==> src/rtl/ddr3_pkg.sv <==
// Shared constants and state encoding for the DDR3 command arbiter.
package ddr3_pkg;

  localparam logic [2:0] CMD_WRITE  = 3'b000;
  localparam logic [2:0] CMD_READ   = 3'b001;
  localparam int         BURST_BITS = 128;
  localparam int         MASK_BITS  = BURST_BITS / 8;

  typedef enum logic [1:0] {
    ST_INIT = 2'd0,
    ST_IDLE = 2'd1,
    ST_WCMD = 2'd2,
    ST_RCMD = 2'd3
  } arb_state_t;

endpackage

==> src/rtl/ddr3_cmd_arbiter_rd_credit_counter.sv <==
// Outstanding-read counter: +1 per issued read command, -1 per completed
// read burst. at_limit blocks further read grants; underflow flags a
// return that had no matching command (count is held at zero).
module rd_credit_counter #(
  parameter int MAX_READS = 4
) (
  input  logic       clk,
  input  logic       rst_n,
  input  logic       inc,
  input  logic       dec,
  output logic       at_limit,
  output logic       underflow,
  output logic [3:0] count
);

  logic [3:0] count_reg;
  logic [3:0] count_next;

  // Next count; simultaneous inc and dec cancel out.
  always_comb begin
    count_next = count_reg;
    underflow  = 1'b0;
    if (inc && !dec) begin
      count_next = count_reg + 4'd1;
    end else if (dec && !inc) begin
      if (count_reg == 4'd0) begin
        underflow = 1'b1;
      end else begin
        count_next = count_reg - 4'd1;
      end
    end
  end

  // Count register.
  always_ff @(posedge clk or negedge rst_n) begin
    if (!rst_n) begin
      count_reg <= 4'd0;
    end else begin
      count_reg <= count_next;
    end
  end

  assign at_limit = (count_reg >= 4'(MAX_READS));
  assign count    = count_reg;

endmodule

==> src/rtl/ddr3_cmd_arbiter.sv <==
// Round-robin arbiter sharing the GoWin DDR3 controller command/write/read
// ports between one write requester and one read requester. Each command is
// a single BL8 burst (one 128-bit beat).
// Optional: define DDR3_ARB_STATS_EN to add saturating command counters.
module ddr3_cmd_arbiter
  import ddr3_pkg::*;
#(
  parameter int ADDR_WIDTH = 27,
  parameter int MAX_READS  = 4
) (
  input  logic                  ddr_clock,
  input  logic                  ddr_rst_n,
  input  logic                  calib_done,
  input  logic                  wq_valid,
  output logic                  wq_ready,
  input  logic [ADDR_WIDTH-1:0] wq_addr,
  input  logic [MASK_BITS-1:0]  wq_stb_n,
  input  logic [BURST_BITS-1:0] wq_data,
  input  logic                  rq_valid,
  output logic                  rq_ready,
  input  logic [ADDR_WIDTH-1:0] rq_addr,
  output logic                  rr_valid,
  output logic [BURST_BITS-1:0] rr_data,
  output logic                  dc_valid,
  input  logic                  dc_ready,
  output logic [2:0]            dc_command,
  output logic [ADDR_WIDTH-1:0] dc_addr,
  output logic [5:0]            dc_blength,
  output logic                  dw_valid,
  input  logic                  dw_ready,
  output logic                  dw_last,
  output logic [MASK_BITS-1:0]  dw_stb_n,
  output logic [BURST_BITS-1:0] dw_data,
  input  logic                  dr_valid,
  input  logic                  dr_last,
  input  logic [BURST_BITS-1:0] dr_data
`ifdef DDR3_ARB_STATS_EN
  ,
  output logic [15:0]           stat_writes,
  output logic [15:0]           stat_reads
`endif
);

  arb_state_t            state_reg, state_next;
  logic                  last_read_reg;   // 1: last grant went to the reader
  logic                  write_grant, read_grant;
  logic                  dc_valid_reg, dw_valid_reg;
  logic [2:0]            dc_command_reg;
  logic [ADDR_WIDTH-1:0] dc_addr_reg;
  logic [MASK_BITS-1:0]  dw_stb_n_reg;
  logic [BURST_BITS-1:0] dw_data_reg;
  logic                  rr_valid_reg;
  logic [BURST_BITS-1:0] rr_data_reg;
  logic                  credit_at_limit, credit_underflow;
  logic [3:0]            credit_count;

  rd_credit_counter #(.MAX_READS(MAX_READS)) u_credit (
    .clk       (ddr_clock),
    .rst_n     (ddr_rst_n),
    .inc       ((state_reg == ST_RCMD) && dc_ready),
    .dec       (dr_valid && dr_last),
    .at_limit  (credit_at_limit),
    .underflow (credit_underflow),
    .count     (credit_count)
  );

  // Next state and grant decision; grants only ever happen in IDLE.
  always_comb begin
    state_next  = state_reg;
    write_grant = 1'b0;
    read_grant  = 1'b0;
    case (state_reg)
      ST_INIT: if (calib_done) state_next = ST_IDLE;
      ST_IDLE: begin
        if (wq_valid && (!(rq_valid && !credit_at_limit) || last_read_reg)) begin
          write_grant = 1'b1;
          state_next  = ST_WCMD;
        end else if (rq_valid && !credit_at_limit) begin
          read_grant = 1'b1;
          state_next = ST_RCMD;
        end
      end
      // Both the command and the data beat must be taken, in either order.
      ST_WCMD: if ((!dc_valid_reg || dc_ready) && (!dw_valid_reg || dw_ready))
                 state_next = ST_IDLE;
      ST_RCMD: if (dc_ready) state_next = ST_IDLE;
      default: state_next = ST_INIT;
    endcase
  end

  // State register.
  always_ff @(posedge ddr_clock or negedge ddr_rst_n) begin
    if (!ddr_rst_n) state_reg <= ST_INIT;
    else            state_reg <= state_next;
  end

  // Capture the granted request into the controller-facing registers and
  // drop each valid on its own handshake.
  always_ff @(posedge ddr_clock or negedge ddr_rst_n) begin
    if (!ddr_rst_n) begin
      last_read_reg  <= 1'b1;
      dc_valid_reg   <= 1'b0;
      dc_command_reg <= 3'b000;
      dc_addr_reg    <= '0;
      dw_valid_reg   <= 1'b0;
      dw_stb_n_reg   <= '0;
      dw_data_reg    <= '0;
    end else if (write_grant) begin
      last_read_reg  <= 1'b0;
      dc_valid_reg   <= 1'b1;
      dc_command_reg <= CMD_WRITE;
      dc_addr_reg    <= wq_addr;
      dw_valid_reg   <= 1'b1;
      dw_stb_n_reg   <= wq_stb_n;
      dw_data_reg    <= wq_data;
    end else if (read_grant) begin
      last_read_reg  <= 1'b1;
      dc_valid_reg   <= 1'b1;
      dc_command_reg <= CMD_READ;
      dc_addr_reg    <= rq_addr;
    end else begin
      if (dc_ready) dc_valid_reg <= 1'b0;
      if (dw_ready) dw_valid_reg <= 1'b0;
    end
  end

  // Read return path: one register stage, no backpressure.
  always_ff @(posedge ddr_clock or negedge ddr_rst_n) begin
    if (!ddr_rst_n) begin
      rr_valid_reg <= 1'b0;
      rr_data_reg  <= '0;
    end else begin
      rr_valid_reg <= dr_valid;
      rr_data_reg  <= dr_data;
    end
  end

  // A return with nothing outstanding means the requester or controller lost track.
  always_ff @(posedge ddr_clock) begin
    assert (!(ddr_rst_n && credit_underflow))
      else $error("ddr3_cmd_arbiter: read return with no outstanding read (count %0d)", credit_count);
  end

`ifdef DDR3_ARB_STATS_EN
  logic [15:0] stat_writes_reg, stat_reads_reg;

  // Count controller-accepted commands by type, saturating at all-ones.
  always_ff @(posedge ddr_clock or negedge ddr_rst_n) begin
    if (!ddr_rst_n) begin
      stat_writes_reg <= 16'h0000;
      stat_reads_reg  <= 16'h0000;
    end else if (dc_valid_reg && dc_ready) begin
      if (dc_command_reg == CMD_WRITE && stat_writes_reg != 16'hFFFF)
        stat_writes_reg <= stat_writes_reg + 16'd1;
      if (dc_command_reg == CMD_READ && stat_reads_reg != 16'hFFFF)
        stat_reads_reg <= stat_reads_reg + 16'd1;
    end
  end

  assign stat_writes = stat_writes_reg;
  assign stat_reads  = stat_reads_reg;
`endif

  assign wq_ready   = write_grant;
  assign rq_ready   = read_grant;
  assign dc_valid   = dc_valid_reg;
  assign dc_command = dc_command_reg;
  assign dc_addr    = dc_addr_reg;
  assign dc_blength = 6'h00;
  assign dw_valid   = dw_valid_reg;
  assign dw_last    = dw_valid_reg;
  assign dw_stb_n   = dw_stb_n_reg;
  assign dw_data    = dw_data_reg;
  assign rr_valid   = rr_valid_reg;
  assign rr_data    = rr_data_reg;

endmodule

==> config.mk <==
export PLATFORM = sky130hd
export DESIGN_NAME = ddr3_cmd_arbiter
export DESIGN_NICKNAME = d
export VERILOG_FILES = /design/src/rtl/ddr3_pkg.sv /design/src/rtl/ddr3_cmd_arbiter_rd_credit_counter.sv /design/src/rtl/ddr3_cmd_arbiter.sv
export SDC_FILE = /design/constraint.sdc
export NUM_CORES = 1
export LEC_CHECK = 0
export BUFFER_PORTS_ARGS = -buffer_cell sky130_fd_sc_hd__buf_2
export CAP_MARGIN = 20
export CORE_AREA = 8 8 243 245
export CTS_CLUSTER_SIZE = 12
export DETAILED_ROUTE_END_ITERATION = 10
export DIE_AREA = 0 0 251 253
export GPL_TIMING_DRIVEN = 1
export PLACE_DENSITY = 0.42
export SLEW_MARGIN = 20
export SYNTH_ARGS = -nofsm -noshare
export SYNTH_HDL_FRONTEND = slang
export SYNTH_SLANG_ARGS = --single-unit
==> constraint.sdc <==
create_clock -name ddr_clock -period 1.9 [get_ports ddr_clock]
set_input_delay 0.095 -clock ddr_clock [delete_from_list [all_inputs] [get_ports ddr_clock]]
set_output_delay 0.095 -clock ddr_clock [all_outputs]
set_load 0.01 [all_outputs]
Word-level counts from Yosys, hierarchy flattened. Cells that the tools add are included.

Bits in registers: 312. Latch bits: 0. Memory bits (writable): 0. Memory bits (read-only): 0. Input bits: 335. Output and inout port bits: 314. Word-level logic and storage cells: 74. Memories kept: 0.

Add/sub/neg operators: 2. $mul: 0. Div/mod/pow operators: 0. Order comparisons: 1. Equality and inequality tests: 9. Shifts and indexed selects: 0. Muxes and demuxes: 26. Bitwise gates (word level): 0. Reductions and logical operators: 25.

Operators by type and width (number): $mux 27 (2); $mux 1 (13); $mux 4 (3); $mux 2 (5); $ne 2x2->1 const B (4); $pmux 2 s4 (1); $logic_and 1x1->1 (7); $logic_not 1->1 (6); $mux 3 (2); $reduce_bool 2->1 (3); $add 4x1->4 const B (1); $eq 2x2->1 const B (2); $ge 4x3->1 const B (1); $logic_not 4->1 (1); $reduce_and 2->1 (2); $reduce_and 4->1 (1); $sub 4x1->4 const B (1); $logic_or 1x1->1 (3); $ne 3x3->1 const B (1); $reduce_bool 3->1 (1); $eq 2x1->1 const B (1); $logic_not 2->1 (1); $ne 2x1->1 const B (1).

Depth between registers and ports, before layout.
Word-level depth: 10. Depth in mapped cells: 8. Depth with buffers taken out: 8.

Cells and area by module. Synthesis repeated with hierarchy kept, for this count alone.

Cell total of the unflattened synthesis: 595. Area, all modules: 11146.9 um^2.

Modules (own cells, without submodules): ddr3_cmd_arbiter (instances 1, cells an instance 561, area each 10797.9 um^2, sequential area each 7658.6 um^2); rd_credit_counter (instances 1, cells an instance 34, area each 349.1 um^2, sequential area each 100.1 um^2).

Worst setup path after synthesis. No wires, ideal clock.

Kind: register -> register. Start point: register state_reg[0]. End point: register u_credit.count_reg[3], in the netlist u_credit.count[3]. Library setup time: 0.079 ns. Arrival: 1.791 ns. Data required time: 1.821 ns. Path slack: 0.030 ns. Cell stages (with the launch flop): 9. Buffers on the path: 0. Period minus slack after synthesis: 1.870 ns. Cell sequence: dfrtp_1 -> and3_1 -> ha_1 -> inv_1 -> ha_1 -> nand3b_1 -> a21oi_1 -> nor4_1 -> xor2_1.

Cells in the longest elaborated chain, start to end: 6. Elaborated cells between the ends (all ways): 9. Classes of those cells: eq/ne: 2; mux: 1; reduce/logical: 6.

RTL lines: from (decl) (RTL line ddr3_cmd_arbiter.sv:44) `arb_state_t state_reg, state_next;`; from (signal assigned) (RTL line ddr3_cmd_arbiter.sv:94) `else state_reg <= state_next;`; $eq 2x2->1 (*) (RTL line ddr3_cmd_arbiter.sv:60) `.inc ((state_reg == ST_RCMD) && dc_ready),`; $logic_and 1x1->1 (*) (RTL line ddr3_cmd_arbiter.sv:60); $logic_not 1->1 (RTL line ddr3_cmd_arbiter_rd_credit_counter.sv:25) `end else if (dec && !inc) begin`; $logic_and 1x1->1 (RTL line ddr3_cmd_arbiter_rd_credit_counter.sv:25); $reduce_bool 2->1 (no line); $reduce_and 2->1 (no line); to (signal assigned) (RTL line ddr3_cmd_arbiter_rd_credit_counter.sv:39) `count_reg <= count_next;`; to (decl) (RTL line ddr3_cmd_arbiter_rd_credit_counter.sv:16) `logic [3:0] count_reg;`.

Every way passes the cells marked *; elsewhere a longest branch is shown, timed or not. A chain may end at the register's enable or synchronous reset.

Worst setup path in the final report.
Start point: register last_read_reg. End point: register dw_data_reg[38], in the netlist dw_data[38].

Cells in the longest elaborated chain, start to end: 4.

RTL lines: from (decl) (RTL line ddr3_cmd_arbiter.sv:45) `logic last_read_reg;`; from (signal assigned) (RTL line ddr3_cmd_arbiter.sv:101) `last_read_reg <= 1'b1;`; from (signal assigned) (RTL line ddr3_cmd_arbiter.sv:109) `last_read_reg <= 1'b0;`; from (signal assigned) (RTL line ddr3_cmd_arbiter.sv:117) `last_read_reg <= 1'b1;`; $logic_or 1x1->1 (RTL line ddr3_cmd_arbiter.sv:75) `if (wq_valid && (!(rq_valid && !credit_at_limit) || last_read_reg)) begin`; $logic_and 1x1->1 (RTL line ddr3_cmd_arbiter.sv:75); $mux 1 (RTL line ddr3_cmd_arbiter.sv:75); $mux 1 (RTL line ddr3_cmd_arbiter.sv:72) `case (state_reg)`; to (signal assigned) (RTL line ddr3_cmd_arbiter.sv:115) `dw_data_reg <= wq_data;`; to (decl) (RTL line ddr3_cmd_arbiter.sv:51) `logic [BURST_BITS-1:0] dw_data_reg;`.

No other way between the ends.

==> flow_summary.json <==
{
  "rows": 87,
  "finalCritPeriodShare_pct": 107.9,
  "hold_viol": 0,
  "fin_area_um2": 20320,
  "max-vdd-ir-drop_mv": 0.8051,
  "initial_core_util_pct": 19.99,
  "grt_max_degree": 71,
  "drt_iter0_drc": 358,
  "cp-end-kind": "flop",
  "synth_area_leader_cell": "dfrtp_1",
  "place_ws_ps": -28.52,
  "place_inst": 1996,
  "htreeDepth": 2,
  "drt_pre_antenna_iters": 4,
  "maxCapViolations": 0,
  "synth_mux_area_share_pct": 21.21,
  "clock_latency_ps": 540,
  "syn_to_final_growth_pct": 83.09,
  "hp-class": "primary input to flop",
  "critPathArrivalTime_ps": 2470,
  "die_x_um": 251,
  "filler_cell_count": 5391,
  "powerDensity_nw_per_um2": 1385,
  "synth_xor_area_share_pct": 0.2368,
  "place_congestion": 0.7784,
  "cts-root-buf": "clkbuf_16",
  "track_usage_pct": 13.39,
  "path_buf_inv": 3,
  "register_area_um2": 7759,
  "violations": "negative setup slack",
  "dp_hpwl_um": 32470,
  "fmaxAchievable_ghz": 0.4876,
  "io_pins": 649,
  "cts_tree": "done",
  "layout-drive-gt1-share_pct": 54.34,
  "synthAdderAreaFrac_pct": 0.4510,
  "final-max-slew-violation-count": 0,
  "p_leak_nw": 10.37,
  "hold_depth": 5,
  "synth_compound_area_share_pct": 2.007,
  "reg2reg_depth": 6,
  "synth_top_area_share_pct": 69.67,
  "drc": 0,
  "cp.required_ps": 2320,
  "path_cells": "nor4b_2, or3b_4, buf_4, buf_12, bufbuf_16, mux2_4",
  "synth-simple-area-share_pct": 2.210,
  "synth_seq_cells": 310,
  "critPathLaunchType": "flop",
  "die_y_um": 253,
  "io_buffers": 640,
  "core-area_um2": 55520,
  "grt_overflow": 0,
  "synth_cell_types": 33,
  "slowest_delay_ps": 540,
  "routedWlPerCell_um": 18.24,
  "path_clk_slew_ps": 60,
  "antenna_found_initial": 5,
  "syn_inst": 626,
  "netlist_top_cells_area": "dfrtp_1 70%, mux2_4 16%, mux2_2 2.5%",
  "cp.depth": 6,
  "holdWs_ps": 70.28,
  "setup_ws_ps": -150.7,
  "synth.avg_cell_area_um2": 17.73,
  "setup_viol": 51,
  "first_global_vias": 10690,
  "vias_per_cell": 3.791,
  "synth_area_um2": 11100,
  "vias": 9125,
  "finalNetCount": 2004,
  "min_period_ps": 2051,
  "skew_ps": 24.55,
  "cts_buffers": 38,
  "placed_area_um2": 15360,
  "ys_seq_area_share_pct": 69.91,
  "slowest_stage": "dfstp_2",
  "critPathMaxFanout": 13,
  "clock-sinks": 310,
  "rsz0062_at_grt": "true",
  "clk_path_buf_depth": 3,
  "grt_pass1_wl_um": 66270,
  "synth_warnings": 0,
  "postRouteWirelength_um": 43920,
  "critPathKind": "flop to flop",
  "drtAntennaViolNets": 0,
  "multi_input_area_um2": 2994,
  "die-area_um2": 63500,
  "status": "finished, violations left",
  "synth_top_family_by_area": "multiplexers",
  "stdcell_count": 2407,
  "critPathTopFamily": "buffers and inverters"
}
[tightest hold or removal path: cells and delay by family]
| kind | cells | cell delay (ps) |
|---|---|---|
| buf+inv | 1 | 90 |
| compound gates | 1 | 70 |
| fa+ha+maj | 1 | 170 |
| simple gates | 2 | 140 |
[path summary, 6_finish.rpt]
check	slack, ps	from	to
setup / recovery	-150	last_read_reg	dw_data[38]
hold / removal	70	dr_last	u_credit.count[0]
setup reg to reg	-150	last_read_reg	dw_data[38]
hold reg to reg	500	dw_data[11]	dw_data[11]
max in group asynchronous	1060	ddr_rst_n	dw_data[39]
min in group asynchronous	100	ddr_rst_n	dw_data[77]
[per-layer routing]
metal | wire length [um] | GRT usage [%]
met1 | 16660 | 14.97
met2 | 22650 | 23.80
met4 | 1213 | 4.207
met3 | 3378 | 4.628
met5 | 13 | 0
[metrics by stage]
stage | total power, mW | setup TNS (ps) | utilization (%)
global route | 29.72 | -8957 | 36.60
finish | 28.14 | -3635 | 36.60
CTS | 28.51 | -7459 | 36.43
floorplan | 15.51 | 0 | -
global placement | 19.54 | -108.5 | 27.67
detailed placement | 19.64 | -1193 | 27.67
[cell usage in the layout, fill, tap and decap left out, types with 2 or more instances in the layout]
master / instances
mux2_4: 120
inv_1: 5
clkinv_2: 4
dfrtp_1: 309
buf_4: 32
conb_1: 8
or3b_4: 2
bufinv_16: 5
xor2_1: 2
clkbuf_8: 9
a21oi_1: 32
diode_2: 2
nand3b_1: 2
a21oi_2: 2
ha_1: 2
o21ai_0: 6
buf_12: 14
nor2_1: 29
clkbuf_16: 40
buf_6: 4
mux2_2: 25
nand2b_1: 2
mux2i_1: 26
nand2b_4: 2
nand2_1: 3
nor2_2: 2
buf_8: 3
buf_2: 637
dlygate4sd3_1: 332
bufbuf_16: 4
clkbuf_1: 8
[kinds of logic (layout without fill, tap and decap cells)]
family	after synthesis	after routing
flops	310	310
mux	172	172
simple gates	50	50
compound gates	43	43
buf+inv	43	1103
fa+ha+maj	4	4
xor+xnor	3	3
other cells	1	10
[synthesized netlist by cell type]
cell type	count
nand3_1	1
nand2b_1	3
xnor2_1	1
clkbuf_1	2
nor2b_1	1
dfstp_2	1
buf_6	7
o21a_1	1
mux2i_1	27
a21o_1	1
nand3b_1	2
dfrtp_1	309
buf_4	10
nor4b_1	1
or3b_1	2
nand2b_4	1
nand2_1	3
buf_2	6
a211oi_1	1
buf_12	11
or2_2	1
mux2_2	25
xor2_1	2
a21oi_1	34
nor4_1	2
ha_1	4
and3_1	1
conb_1	1
nor2_1	31
o21ai_0	6
mux2_4	120
inv_1	7
nor3b_1	1
[layout make-up]
type                       count  share of cell area [%]
tap                          712                   4.384
sequential                   310                   38.18
clock inverter                12                   1.022
timing repair buffer        1028                   35.95
clock buffer                  56                   5.560
inverter                       7                  0.1416
antenna                        2                 0.02463
multi-input combinational    280                   14.74
[power breakdown]
part           total, mW  internal, mW  leakage, nW  switching [mW]
Clock               7.73          4.82        0.660            2.91
Combinational       10.5          5.95         6.09            4.55
Sequential          9.92          8.75         3.62            1.17
Total               28.1          19.5         10.4            8.63
[what timing repair did]
action | in CTS | in global routing
pin swaps | 2 | 14
setup endpoints to repair | 94 | 170
hold endpoints to repair | 613 | 0
buffers inserted | 5 | 0
gates cloned | 4 | 1
resized for setup | 13 | 14
hold buffers | 332 | 0
Power figures use the tool's default switching activity.
